File: config.mk
export PLATFORM = sky130hd
export DESIGN_NAME = inst_fetch_unit
export DESIGN_NICKNAME = d
export VERILOG_FILES = /design/src/rtl/fetch_defs.sv /design/src/rtl/fetch_pc_reg.sv /design/src/rtl/inst_fetch_unit.sv
export SDC_FILE = /design/constraint.sdc
export NUM_CORES = 1
export LEC_CHECK = 0
export ABC_AREA = 1
export CORE_MARGIN = 5
export CORE_UTILIZATION = 42
export DETAILED_ROUTE_END_ITERATION = 10
export PLACE_DENSITY = 0.86
export SETUP_SLACK_MARGIN = 0.1
export SYNTH_ARGS = -nofsm -noshare
export SYNTH_HDL_FRONTEND = slang
export SYNTH_SLANG_ARGS = --single-unit
File: constraint.sdc
create_clock -name clk -period 1.5 [get_ports clk]
set_input_delay 0.15 -clock clk [delete_from_list [all_inputs] [get_ports clk]]
set_output_delay 0.15 -clock clk [all_outputs]
set_load 0.05 [all_outputs]
File: src/rtl/fetch_defs.sv
// Shared definitions for the instruction fetch unit: FSM state encoding,
// instruction size and the default reset vector.
package fetch_defs;

  typedef enum logic [1:0] {
    REQ   = 2'd0,
    HOLD  = 2'd1,
    FLUSH = 2'd2
  } fetchState_t;

  localparam int unsigned INST_BYTES = 4;
  localparam logic [63:0] DEFAULT_RESET_PC = 64'h0000_0000_0000_0000;

  function automatic logic [63:0] alignPc(input logic [63:0] pc);
    return {pc[63:2], 2'b00};
  endfunction

endpackage

File: src/rtl/fetch_pc_reg.sv
// Fetch program counter: reset vector, sequential step of one instruction,
// or redirect target, always word aligned.
module fetch_pc_reg
  import fetch_defs::*;
#(
  parameter logic [63:0] RESET_PC = DEFAULT_RESET_PC
) (
  input  logic        clk,
  input  logic        reset,
  input  logic        redirect_i,
  input  logic [63:0] redirectPc_i,
  input  logic        advance_i,
  input  logic [63:0] basePc_i,
  output logic [63:0] fetchPc_o
);

  logic [63:0] fetchPc_q;
  logic [63:0] fetchPc_d;

  // A redirect outranks the sequential step; the add wraps at 2^64 by width.
  always_comb begin
    fetchPc_d = fetchPc_q;
    if (redirect_i) begin
      fetchPc_d = alignPc(redirectPc_i);
    end else if (advance_i) begin
      fetchPc_d = alignPc(basePc_i + 64'(INST_BYTES));
    end
  end

  always_ff @(posedge clk) begin
    if (reset) begin
      fetchPc_q <= alignPc(RESET_PC);
    end else begin
      fetchPc_q <= fetchPc_d;
    end
  end

  assign fetchPc_o = fetchPc_q;

endmodule

File: src/rtl/inst_fetch_unit.sv
// Instruction fetch unit: requests one word at a time, buffers it for the
// decoder, and drops responses made stale by a redirect.
module inst_fetch_unit
  import fetch_defs::*;
#(
  parameter logic [63:0] RESET_PC = DEFAULT_RESET_PC
) (
  input  logic        clk,
  input  logic        reset,
  output logic        imem_req,
  output logic [63:0] imem_addr,
  input  logic        imem_ack,
  input  logic [31:0] imem_rdata,
  input  logic        redirect,
  input  logic [63:0] redirect_pc,
  output logic        inst_valid,
  input  logic        inst_ready,
  output logic [31:0] inst,
  output logic [63:0] inst_pc
);

  fetchState_t state_q;
  logic        instValid_q;
  logic [31:0] inst_q;
  logic [63:0] instPc_q;
  logic [63:0] fetchPc;
  logic        advance;

  assign advance = (state_q == HOLD) && inst_ready && !redirect;

  fetch_pc_reg #(
    .RESET_PC(RESET_PC)
  ) u_fetch_pc_reg (
    .clk          (clk),
    .reset        (reset),
    .redirect_i   (redirect),
    .redirectPc_i (redirect_pc),
    .advance_i    (advance),
    .basePc_i     (instPc_q),
    .fetchPc_o    (fetchPc)
  );

  // An ack arriving together with a redirect carries the old path's word, so
  // it is dropped and the new target is requested straight away.
  always_ff @(posedge clk) begin
    if (reset) begin
      state_q     <= REQ;
      instValid_q <= 1'b0;
      inst_q      <= 32'h0;
      instPc_q    <= 64'h0;
    end else begin
      case (state_q)
        REQ: begin
          if (redirect) begin
            state_q <= imem_ack ? REQ : FLUSH;
          end else if (imem_ack) begin
            inst_q      <= imem_rdata;
            instPc_q    <= fetchPc;
            instValid_q <= 1'b1;
            state_q     <= HOLD;
          end
        end
        HOLD: begin
          if (redirect || inst_ready) begin
            instValid_q <= 1'b0;
            state_q     <= REQ;
          end
        end
        FLUSH: begin
          if (imem_ack) begin
            state_q <= REQ;
          end
        end
        default: begin
          state_q <= REQ;
        end
      endcase
    end
  end

  assign imem_req   = (state_q == REQ) && !reset;
  assign imem_addr  = fetchPc;
  assign inst_valid = instValid_q;
  assign inst       = inst_q;
  assign inst_pc    = instPc_q;

endmodule

### Word-level counts from Yosys, hierarchy flattened

Index checks and enable logic that the tools add are counted.

| cells by class | value |
|---|---|
| eq/ne operators | 7 |
| muxes and demuxes | 12 |
| reductions and logical operators | 12 |
| $add $sub $neg | 1 |
| bitwise gates (word level) | 1 |

Operators with widths:

| operator | number |
|---|---|
| 2-to-1 mux 64 bit | 2 |
| adder 64 x 3 -> 64 bit, second input constant | 1 |
| 2-to-1 mux 2 bit | 5 |
| != test 2 bit, second input constant | 3 |
| case mux 2 bit (3 select lines) | 1 |
| AND reduction 3 bit | 2 |
| AND reduction 4 bit | 1 |
| nonzero test 2 bit | 2 |
| logical AND 1 bit | 3 |
| 2-to-1 mux 1 bit | 3 |
| != test 3 bit, second input constant | 1 |
| equality test 2 x 1 -> 1 bit, second input constant | 1 |
| equality test 2 bit, second input constant | 1 |
| zero test 1 bit | 2 |
| zero test 2 bit | 1 |
| != test 2 x 1 -> 1 bit, second input constant | 1 |
| case mux 1 bit (2 select lines) | 1 |
| logical OR 1 bit | 1 |
| NOT 1 bit | 1 |

| word-level totals | value |
|---|---|
| register bits after elaboration | 159 |
| word-level logic and storage cells | 38 |
| input port bits | 101 |
| output and inout bits | 162 |

### Longest topological paths before layout

Gate-level depths: netlist of the first run.

| logic depth | value |
|---|---|
| depth in word-level cells | 5 |
| depth in mapped cells | 11 |

### Cells and area by module

From an unflattened synthesis of the first run, not the netlist that was laid out.

| unflattened totals | value |
|---|---|
| cell total of the unflattened synthesis | 1368 |
| area total of the unflattened synthesis | 8795.9 um^2 |

Modules (own cells, without submodules):

| module | area each (um^2) | cells each | seq. area each (um^2) | instances |
|---|---|---|---|---|
| fetch_pc_reg | 4400.5 | 716 | 1241.2 | 1 |
| inst_fetch_unit | 4395.5 | 652 | 1981.9 | 1 |

### Least setup slack after synthesis of the first run

No wires, ideal clock.

| timing | value |
|---|---|
| path type | register to register |
| from | reg instPc_q[3], in the netlist inst_pc[3] |
| to | reg u_fetch_pc_reg.fetchPc_q[42], in the netlist u_fetch_pc_reg.fetchPc_o[42] |
| clock period less this slack | 2.028 ns |
| setup slack | -0.528 ns |
| stages on the path, launching flop included | 11 |
| setup time | 0.132 ns |
| arrival | 1.896 ns |
| buffers on the path | 0 |
| path through | dfxtp_1 > ha_1 > inv_1 > nor2_4 > nand2_4 > nor2_8 > nand2_2 > o21ai_0 > nand3_1 > nand2_1 > a21oi_2 |

| on the way | value |
|---|---|
| word-level cells in the longest chain between the ends | 3 |

Ends and longest elaborated chain:

| item | line | source |
|---|---|---|
| start, declared | inst_fetch_unit.sv:25 | `logic [63:0] instPc_q;` |
| start signal, assigned | inst_fetch_unit.sv:58 | `instPc_q <= fetchPc;` |
| adder 64 x 3 -> 64 bit | fetch_pc_reg.sv:26 | `fetchPc_d = alignPc(basePc_i + 64'(INST_BYTES));` |
| 2-to-1 mux 64 bit | fetch_pc_reg.sv:25 | `end else if (advance_i) begin` |
| 2-to-1 mux 64 bit | fetch_pc_reg.sv:23 | `if (redirect_i) begin` |
| end signal, assigned | fetch_pc_reg.sv:32 | `fetchPc_q <= alignPc(RESET_PC);` |
| end signal, assigned | fetch_pc_reg.sv:34 | `fetchPc_q <= fetchPc_d;` |
| end, declared | fetch_pc_reg.sv:17 | `logic [63:0] fetchPc_q;` |

No other way between the ends. The select of a mux whose other input is x is not followed.
A chain may end at the register's enable or synchronous reset.

### Worst setup path in the final report of the first run

| timing | value |
|---|---|
| from | reg instPc_q[12], in the netlist inst_pc[12] |
| to | reg u_fetch_pc_reg.fetchPc_q[44], in the netlist u_fetch_pc_reg.fetchPc_o[44] |

The elaborated chain is that of the path after synthesis.

==> impl_metrics.tcl, run 1 <==
set metrics [dict create \
    run_status "finished with violations" \
    failed_checks "setup timing" \
    vdd_ir_drop_max_uv 819 \
    synth_cells 1262 \
    final_layout_size_suffix_gt1_frac 0.416 \
    worstSkewPairLatency_ns 0.44 \
    synth_edf_count 0 \
    place.gp.congestion 0.941 \
    port_buffers 256 \
    detailed_place_hpwl_mm 24.4 \
    placed_cells 1873 \
    layout_setup_ws_ns -0.171 \
    clkTransAtPathRegs_ns 0.07 \
    final_cell_mix "buf_4 (298), nor2_1 (237), nand2_1 (186)" \
    area_growth_pct 74.3 \
    design.die.area_sq_um 22200 \
    crit_type "reg -> reg" \
    numCtsBuffers 17 \
    net_switching_mw 4.51 \
    cts_root_buf "clkbuf_16" \
    critical_path_required_ns 1.81 \
    synth_flop_cell "dfxtp_1" \
    route.detailed.drc 0 \
    clock_tree_sinks 159 \
    number_of_nets_with_antenna_violations_after_routing 0 \
    reg2regPathDepth 12 \
    first_global_vias 10100 \
    clock_power_share 0.347 \
    worst_setup_path_end_kind "flop" \
    layout_min_cycle_time_ns 1.67 \
    final_net_count 1768 \
    num_rows 50 \
    post_synthesis_sequential_area_ratio 0.393 \
    start_util 0.430 \
    cts_tree "yes" \
    clock_skew_ns 0.0126 \
    post_dp_cell_area_sq_um 12100 \
    power.share.sequential 0.379 \
    worstReg2RegStart "inst_pc[12]$_SDFFE_PP0P_" \
    grt_max_degree 52 \
    total_non_filler_cell_area_in_the_finished_layout_sq_um 14100 \
    rsz0062_at_grt "true" \
    yosys_register_bits 159 \
    drt-wirelength-per-cell_um 18.6 \
    power.share.switching 0.356 \
    hold_viol 0 \
    fin_tns_setup_ns -4.20 \
    routed_wl_mm 36.1 \
    drtPass1Iterations 9 \
    start_kind "flop" \
    synth_cell_types 30 \
    die-height_um 149 \
    detail_route.vias_per_cell 5.41 \
    grt_resource_usage_total 0.298 \
    io_pins 263 \
    antenna_found_initial 1 \
    post_synth_instance_area_sq_um 8100 \
    timing.final.crit_share 1.11 \
    total_power_mw 12.7 \
    worstPathArrival_ns 1.98 \
    detailedRoute.firstIterationViolations 1002 \
    hold_class "in -> reg" \
    globalRoute.totalOverflow 0 \
    timing_endpoint_of_the_critical_path "u_fetch_pc_reg.fetchPc_o[44]$_SDFFE_PP0P_" \
    clockBufferDepth 2 \
    finalSetupViolations 48 \
    final_non_filler_cells 1940 \
    worst-path-max-fanout 4 \
    crit_path_start "inst_pc[12]$_SDFFE_PP0P_" \
    yosysWarnings 0 \
    cts_htree_levels 4 \
    combinationalPowerShare 0.273 \
    cap_violations 0 \
    p_leak_nw 6.20 \
    area_of_the_placeable_core_sq_um 18800 \
    async_flop_share 0 \
    reg2reg_to "u_fetch_pc_reg.fetchPc_o[44]$_SDFFE_PP0P_" \
    layout.cells.most_common "buf_4" \
    grt_first_pass_wirelength_mm 52.7 \
    worst-r2r-setup-slack_ns -0.17 \
    vias 10500 \
    intPower_mw 8.17 \
    setup_ws_pre_cts_ns -0.177 \
    synthesis.area_per_instance_sq_um 6.42 \
    p_per_area_nw_per_um2 898 \
    achievable_freq_mhz 598 \
    finalMaxSlewViolations 0 \
    die_width_um 149 \
]
## routing by layer
| layer | track usage | wire length [um] | share of wire | up-vias |
|---|---|---|---|---|
| li1 | - | - | - | 4878 |
| met1 | 0.360 | 13500 | 0.37 | 4861 |
| met2 | 0.506 | 17200 | 0.48 | 603 |
| met3 | 0.0814 | 3560 | 0.099 | 144 |
| met4 | 0.112 | 1850 | 0.051 | 0 |
| met5 | 0 | 0 | 0 | - |
## critical path, stage by stage (launching register included)
cell and delay, ns:
dfxtp_4 0.39, nand2_4 0.08, nor2_1 0.22, nand2_2 0.12, inv_1 0.08, nand2_1 0.08
nor2_2 0.13, buf_4 0.17, nand2_1 0.05, nand2_1 0.05, nand3_1 0.06, nand2_1 0.06
a21oi_1 0.05
## cell type report
type / instances / area (sq um)
diodes: 1 / 2.50
fillers: 1324 / 4710
repair buffers: 449 / 4030
flip-flops and latches: 159 / 3390
clock inverters: 13 / 114
inverters: 66 / 260
multi-input cells: 973 / 5530
clock buffers: 19 / 475
well taps: 260 / 325
## repair_timing
item / CTS / global route
gates resized for setup: 151 / 170
pin swaps: 35 / 68
gates cloned: 2 / 2
hold buffers: 0 / 0
setup endpoints to repair: 57 / 94
buffers inserted: 19 / 12
## cells by family after synthesis
group	Yosys count	synth area share
buffers and inverters	133	0.0666
AO/OA/AOI/OAI	275	0.173
AND/OR/NAND/NOR	669	0.340
flip-flops	159	0.393
other	1	0.000463
XOR/XNOR	24	0.0259
adder cells (fa/ha/maj)	1	0.00154
## cell usage after synthesis, types with 2 or more instances
library cell	instances	area, sq um
a21oi_1	118	591
buf_2	14	70.1
nand3b_1	4	30.0
nor2_4	4	45.0
inv_2	2	7.51
xor2_1	4	35.0
nor2_1	309	1160
nand2_1	262	983
nand2_2	13	81.3
nand3_1	51	255
dfxtp_1	159	3180
buf_4	6	45.0
nand4_1	9	56.3
xnor2_1	20	175
clkbuf_1	44	165
nor2_2	11	68.8
inv_1	64	240
a21oi_2	5	43.8
o21ai_0	148	741
buf_1	3	11.3
nor3_1	2	10.0
nor2_8	2	40.0
## sequential cells by signal, indices dropped and copies added, names as in the netlist
| signal | count |
|---|---|
| inst_valid | 1 |
| inst_pc | 62 |
| inst | 32 |
| u_fetch_pc_reg.fetchPc_o | 62 |
| state_q | 2 |
## worst min path at each step
stage / slack [ns] / to / cells after the start / start
after floorplan: 0.24 / state_q[1]$_SDFFE_PP0P_ / 1 / imem_ack
after global placement: 0.45 / inst_valid$_SDFFE_PP0P_ / 2 / inst_valid$_SDFFE_PP0P_
after detailed placement: 0.46 / inst_valid$_SDFFE_PP0P_ / 2 / inst_valid$_SDFFE_PP0P_
after CTS: 0.08 / state_q[0]$_SDFFE_PP0P_ / 4 / redirect
after global routing: 0.10 / state_q[0]$_SDFFE_PP0P_ / 4 / redirect
final: 0.07 / state_q[0]$_SDFFE_PP0P_ / 4 / redirect
## power by group through the flow
stage | Clock [mW] | Combinational, mW | Sequential [mW]
after detailed placement | 0 | 3.20 | 4.87
final | 4.41 | 3.46 | 4.81
after floorplan | 0 | 0.835 | 5.91
after global routing | 4.65 | 3.65 | 4.85
after CTS | 4.41 | 3.31 | 4.79
after global placement | 0 | 3.16 | 4.86
## per-stage QoR
step	util	hold slack, ns
2_1_floorplan	-	0.240
3_3_place_gp	0.640	0.449
3_5_place_dp	0.640	0.456
4_1_cts	0.710	0.0776
5_1_grt	0.750	0.103
6_report	0.750	0.0744
Note: power is estimated with default switching activity, not from simulation.
==> run 2, diff against run 1 <==
Settings changed: MAX_ROUTING_LAYER set to met4.
==> run 2 against run 1 <==
The run still ends with setup timing left. Non-clock buffer count increased by 3. Setup slack got worse by 0.0064 ns. Sequential share of layout area increased by 0.13 points. First-iteration DRC count decreased by 8.9%. Flip-flop and latch count unchanged.
==> impl_metrics.tcl, run 2 (synthesis results as in run 1) <==
set metrics [dict create \
    worstPathArrival_ns 2.06 \
    rsz0062_at_grt "true" \
    start_util 0.430 \
    finalMaxSlewViolations 0 \
    placed_cells 1870 \
    number_of_nets_with_antenna_violations_after_routing 0 \
    design.die.area_sq_um 22200 \
    p_leak_nw 6.10 \
    cap_violations 0 \
    grt_first_pass_wirelength_mm 49.8 \
    detailedRoute.firstIterationViolations 913 \
    cpPeakStageDelay_ns 0.38 \
    finalSetupViolations 49 \
    clockBufferDepth 2 \
    clock_tree_sinks 159 \
    start_kind "flop" \
    final_non_filler_cells 1943 \
    layout_setup_ws_ns -0.177 \
    critical_path_required_ns 1.88 \
    route.detailed.drc 0 \
    layout_min_cycle_time_ns 1.68 \
    die_width_um 149 \
    critPathMostFrequentCell "nand2_1" \
    area_growth_pct 73.3 \
    final_layout_size_suffix_gt1_frac 0.399 \
    die-height_um 149 \
    achievable_freq_mhz 596 \
    detail_route.vias_per_cell 5.35 \
    drt-wirelength-per-cell_um 18.9 \
    crit_type "reg -> reg" \
    num_rows 50 \
    failed_checks "setup timing" \
    port_buffers 256 \
    cts_tree "yes" \
    final_cell_mix "buf_4 (302), nor2_1 (242), nand2_1 (207)" \
    vdd_ir_drop_max_uv 795 \
    hold_class "in -> reg" \
    detailed_place_hpwl_mm 24.3 \
    worst-path-max-fanout 4 \
    cts_htree_levels 4 \
    multi_input_area_sq_um 5290 \
    p_per_area_nw_per_um2 905 \
    final_net_count 1772 \
    antenna_cells 0 \
    antenna_found_initial 0 \
    routed_wl_mm 36.6 \
    grt_max_degree 53 \
    globalRoute.totalOverflow 0 \
    place.gp.congestion 0.949 \
    layout.cells.most_common "buf_4" \
    drtPass1Iterations 5 \
    cts_root_buf "clkbuf_16" \
    num-fill-cells 1364 \
    area_of_the_placeable_core_sq_um 18800 \
    run_status "finished with violations" \
    clock_skew_ns 0.0105 \
    clkTransAtPathRegs_ns 0.07 \
    finalHoldWorstSlack_ns 0.0687 \
    grt_resource_usage_total 0.291 \
    first_global_vias 9533 \
    crit_slowest_cell "dfxtp_4" \
    numCtsBuffers 17 \
    worstSkewPairLatency_ns 0.44 \
    hold_viol 0 \
    ff_latch_area_sq_um 3390 \
    io_pins 263 \
    worst_setup_path_end_kind "flop" \
    timing.final.crit_share 1.12 \
    crit_chain "nand2_1 > nor2_2 > buf_4 > nand2_1 > nor2_2 > nand2_4 > buf_12 > xnor2_2 > nand2_1 > a21oi_1" \
    fin_tns_setup_ns -3.90 \
    vias 10400 \
]
[run 2: cell types whose count changed in the layout (fill, tap and decap cells not counted), moves of 6 or more]
cell / previous run / this run
buf_12: 18 / 24
buf_6: 30 / 17
clkbuf_16: 21 / 27
nand2_1: 186 / 207
nand2_2: 58 / 45
nand2_4: 31 / 24
nor2_2: 34 / 45
nor2_4: 53 / 37
o21ai_0: 123 / 73
o21ai_1: 16 / 63
xnor2_1: 5 / 13
xnor2_2: 14 / 7
[run 2: metrics by stage]
stage | util | instance area, sq um | power (mW) | setup WS, ns
after floorplan | - | 8450 | 6.74 | -0.0344
after global placement | 0.641 | 12100 | 8.02 | -0.186
after detailed placement | 0.641 | 12100 | 8.07 | -0.161
after CTS | 0.699 | 13200 | 12.4 | -0.108
after global routing | 0.746 | 14000 | 13.2 | -0.263
final | 0.746 | 14000 | 12.7 | -0.177
[run 2: critical path: cells and delay by family (launching register included)]
| kind | cells | cell delay [ns] |
|---|---|---|
| AOI/OAI and AO/OA | 1 | 0.11 |
| buffers and inverters | 2 | 0.29 |
| DFF | 1 | 0.38 |
| and+or+nand+nor | 6 | 0.70 |
| xor gates and xnor gates | 1 | 0.12 |
[run 2: timing repair]
item / in CTS / in global routing
buffers inserted: 10 / 18
cloned: 0 / 16
gates resized for setup: 128 / 174
hold endpoints to repair: 0 / 0
endpoints found under the setup margin: 54 / 124
hold buffers: 0 / 0
pin swaps: 24 / 53
[run 2: cell type report]
class / count / share of cell area
clock buffers: 18 / 0.0313
clock inverters: 14 / 0.00989
inverters: 66 / 0.0191
multi-input cells: 974 / 0.377
flip-flops and latches: 159 / 0.241
well taps: 260 / 0.0232
repair buffers: 452 / 0.299
[run 2: path summary, 6_finish.rpt]
kind | from | endpoint | slack, ns | depth (start not counted)
worst min-delay path | redirect | state_q[0]$_SDFFE_PP0P_ | 0.07 | 4
worst max register to register | inst_pc[27]$_SDFFE_PP0P_ | u_fetch_pc_reg.fetchPc_o[34]$_SDFFE_PP0P_ | -0.18 | 10
worst max-delay path | inst_pc[27]$_SDFFE_PP0P_ | u_fetch_pc_reg.fetchPc_o[34]$_SDFFE_PP0P_ | -0.18 | 10
worst min register to register | inst_valid$_SDFFE_PP0P_ | inst_valid$_SDFFE_PP0P_ | 0.48 | 2
[run 2: layer usage]
metal	GRT usage	routed length, um	up-vias
met4	0.101	1350	0
met1	0.354	14100	4807
li1	-	-	4893
met2	0.479	17500	587
met5	-	0	-
met3	0.0626	3660	109
[run 2: where the power goes]
group	total, mW	internal, mW	switching (mW)
logic	3.57	1.34	2.23
clock network	4.33	2.25	2.08
registers	4.81	4.51	0.300
total	12.7	8.10	4.61
==> run 3, diff against run 2 <==
Settings changed: CELL_PAD_IN_SITES_DETAIL_PLACEMENT set to 1, CELL_PAD_IN_SITES_GLOBAL_PLACEMENT set to 1, CORE_UTILIZATION 42 to 29, PLACE_DENSITY 0.86 to 0.87.
==> run 3 against run 2 <==
The run still ends with setup timing left. Clock power increased by 8.5%. Via count increased by 9.8%. Non-clock buffer count increased by 45. Largest cell class unchanged. Count of clock-buffer cells in the layout decreased by 1. Largest power group unchanged. Design area increased by 11%. Utilization decreased by 18 points. Global-route usage decreased by 1.2 points.
==> impl_metrics.tcl, run 3 (synthesis results as in run 1) <==
set metrics [dict create \
    run_status "finished with violations" \
    failed_checks "setup timing" \
    worst-r2r-setup-slack_ns -0.27 \
    crit_type "reg -> reg" \
    min_from "redirect" \
    post_dp_cell_area_sq_um 12500 \
    p_per_area_nw_per_um2 879 \
    vias 11400 \
    detailed_place_hpwl_mm 30.2 \
    critical_path_required_ns 1.83 \
    clock_skew_ns 0.0129 \
    crit_path_start "inst_pc[4]$_SDFFE_PP0P_" \
    ff_latch_area_sq_um 3390 \
    globalRoute.totalOverflow 0 \
    clockBufferDepth 2 \
    antenna_found_initial 0 \
    rsz0062_at_grt "true" \
    total_non_filler_cell_area_in_the_finished_layout_sq_um 15600 \
    num-fill-cells 3228 \
    total_power_mw 13.7 \
    cap_violations 0 \
    grt_max_degree 66 \
    layout.cells.most_common "buf_4" \
    route.detailed.drc 0 \
    worstReg2RegStart "inst_pc[4]$_SDFFE_PP0P_" \
    worstSkewPairLatency_ns 0.45 \
    start_util 0.292 \
    finalMaxSlewViolations 0 \
    vdd_ir_drop_max_uv 614 \
    p_leak_nw 6.69 \
    hold_class "in -> reg" \
    rel_slew_slack 0.464 \
    die_width_um 177 \
    least_margin_pin_slew_ns 0.784 \
    crit_slowest_cell "dfxtp_4" \
    grt_first_pass_wirelength_mm 66.0 \
    area_growth_pct 92.8 \
    first_global_vias 11500 \
    start_kind "flop" \
    routed_wl_mm 52.6 \
    multi_input_area_sq_um 5990 \
    cp.buffers_inverters 1 \
    clock_tree_sinks 159 \
    hold_viol 0 \
    final_layout_size_suffix_gt1_frac 0.488 \
    finalSetupViolations 61 \
    drt-wirelength-per-cell_um 25.0 \
    layout_setup_ws_ns -0.273 \
    crit_chain "nand3_2 > nor2_4 > nand3_4 > buf_4 > nor2_4 > nand2_2 > nand2_1 > nand2_1 > o21bai_1 > a21oi_1" \
    worst-path-max-fanout 5 \
    detailedRoute.firstIterationViolations 815 \
    cts_tree "yes" \
    cts_root_buf "clkbuf_16" \
    clkTransAtPathRegs_ns 0.07 \
    final_non_filler_cells 2106 \
    final_cell_mix "buf_4 (296), nor2_1 (199), nand2_1 (189)" \
    worst_setup_path_end_kind "flop" \
    critical_path.top_delay_family "simple AND/OR/NAND/NOR gates" \
    worstPathArrival_ns 2.10 \
    detail_route.vias_per_cell 5.42 \
    design.die.area_sq_um 31400 \
    cts_htree_levels 4 \
    layout_min_cycle_time_ns 1.77 \
    fin_tns_setup_ns -10.50 \
    number_of_nets_with_antenna_violations_after_routing 0 \
    timing.final.crit_share 1.18 \
    antenna_cells 0 \
    postLayoutCoreUtil 0.564 \
    drtPass1Iterations 5 \
    achievable_freq_mhz 564 \
    die-height_um 177 \
    cts_hold_buf 0 \
    area_of_the_placeable_core_sq_um 27700 \
    grt_resource_usage_total 0.279 \
    cpPeakStageDelay_ns 0.39 \
    placed_cells 2004 \
    place.gp.congestion 0.942 \
    final_net_count 1817 \
    numCtsBuffers 17 \
    port_buffers 256 \
    num_rows 61 \
    io_pins 263 \
]
-- run 3: final cells by class --
| type | instances | area share |
|---|---|---|
| clock buffer | 17 | 0.0272 |
| timing repair buffer | 497 | 0.313 |
| tap | 378 | 0.0303 |
| timing repair inverter | 1 | 0.00104 |
| inverter | 66 | 0.0170 |
| clock inverter | 15 | 0.0108 |
| sequential | 159 | 0.217 |
| multi-input combinational | 973 | 0.383 |
-- run 3: what timing repair did --
item                       4_1_cts  5_1_grt
resized for setup              210      312
hold endpoints to repair         0        0
cloned                           3       13
buffers inserted                25       31
setup endpoints to repair       63      104
pin swaps                       66      123
-- run 3: worst paths after layout --
| kind | to | depth (start not counted) |
|---|---|---|
| setup / recovery | u_fetch_pc_reg.fetchPc_o[35]$_SDFFE_PP0P_ | 10 |
| hold / removal | state_q[0]$_SDFFE_PP0P_ | 4 |
| setup reg to reg | u_fetch_pc_reg.fetchPc_o[35]$_SDFFE_PP0P_ | 10 |
| hold reg to reg | inst_valid$_SDFFE_PP0P_ | 2 |
-- run 3: routing by layer --
layer  share of wire  GRT usage  vias to the layer above
met5               0          -                        -
met1            0.38      0.319                     5661
li1                -          -                     4972
met4           0.057      0.108                        0
met3           0.069     0.0560                      198
met2            0.50      0.481                      583
-- run 3: worst min-delay path: cells and delay by family --
family,cells,cell delay (ns)
and+or+nand+nor,2,0.14
AOI/OAI and AO/OA,1,0.06
buffers and inverters,1,0.16
-- run 3: stage by stage --
stage	worst slack, ns	hold WS (ns)
after global routing	-0.327	0.122
after global placement	-0.183	0.453
after CTS	-0.132	0.0503
final	-0.273	0.0964
after floorplan	-0.0344	0.240
after detailed placement	-0.224	0.459
-- run 3: power by group --
group / total [mW] / internal, mW / switching [mW] / leakage (nW)
registers: 4.89 / 4.51 / 0.381 / 1.35
clock network: 4.70 / 2.38 / 2.32 / 0.291
logic: 4.14 / 1.58 / 2.56 / 5.05
total: 13.7 / 8.48 / 5.26 / 6.69
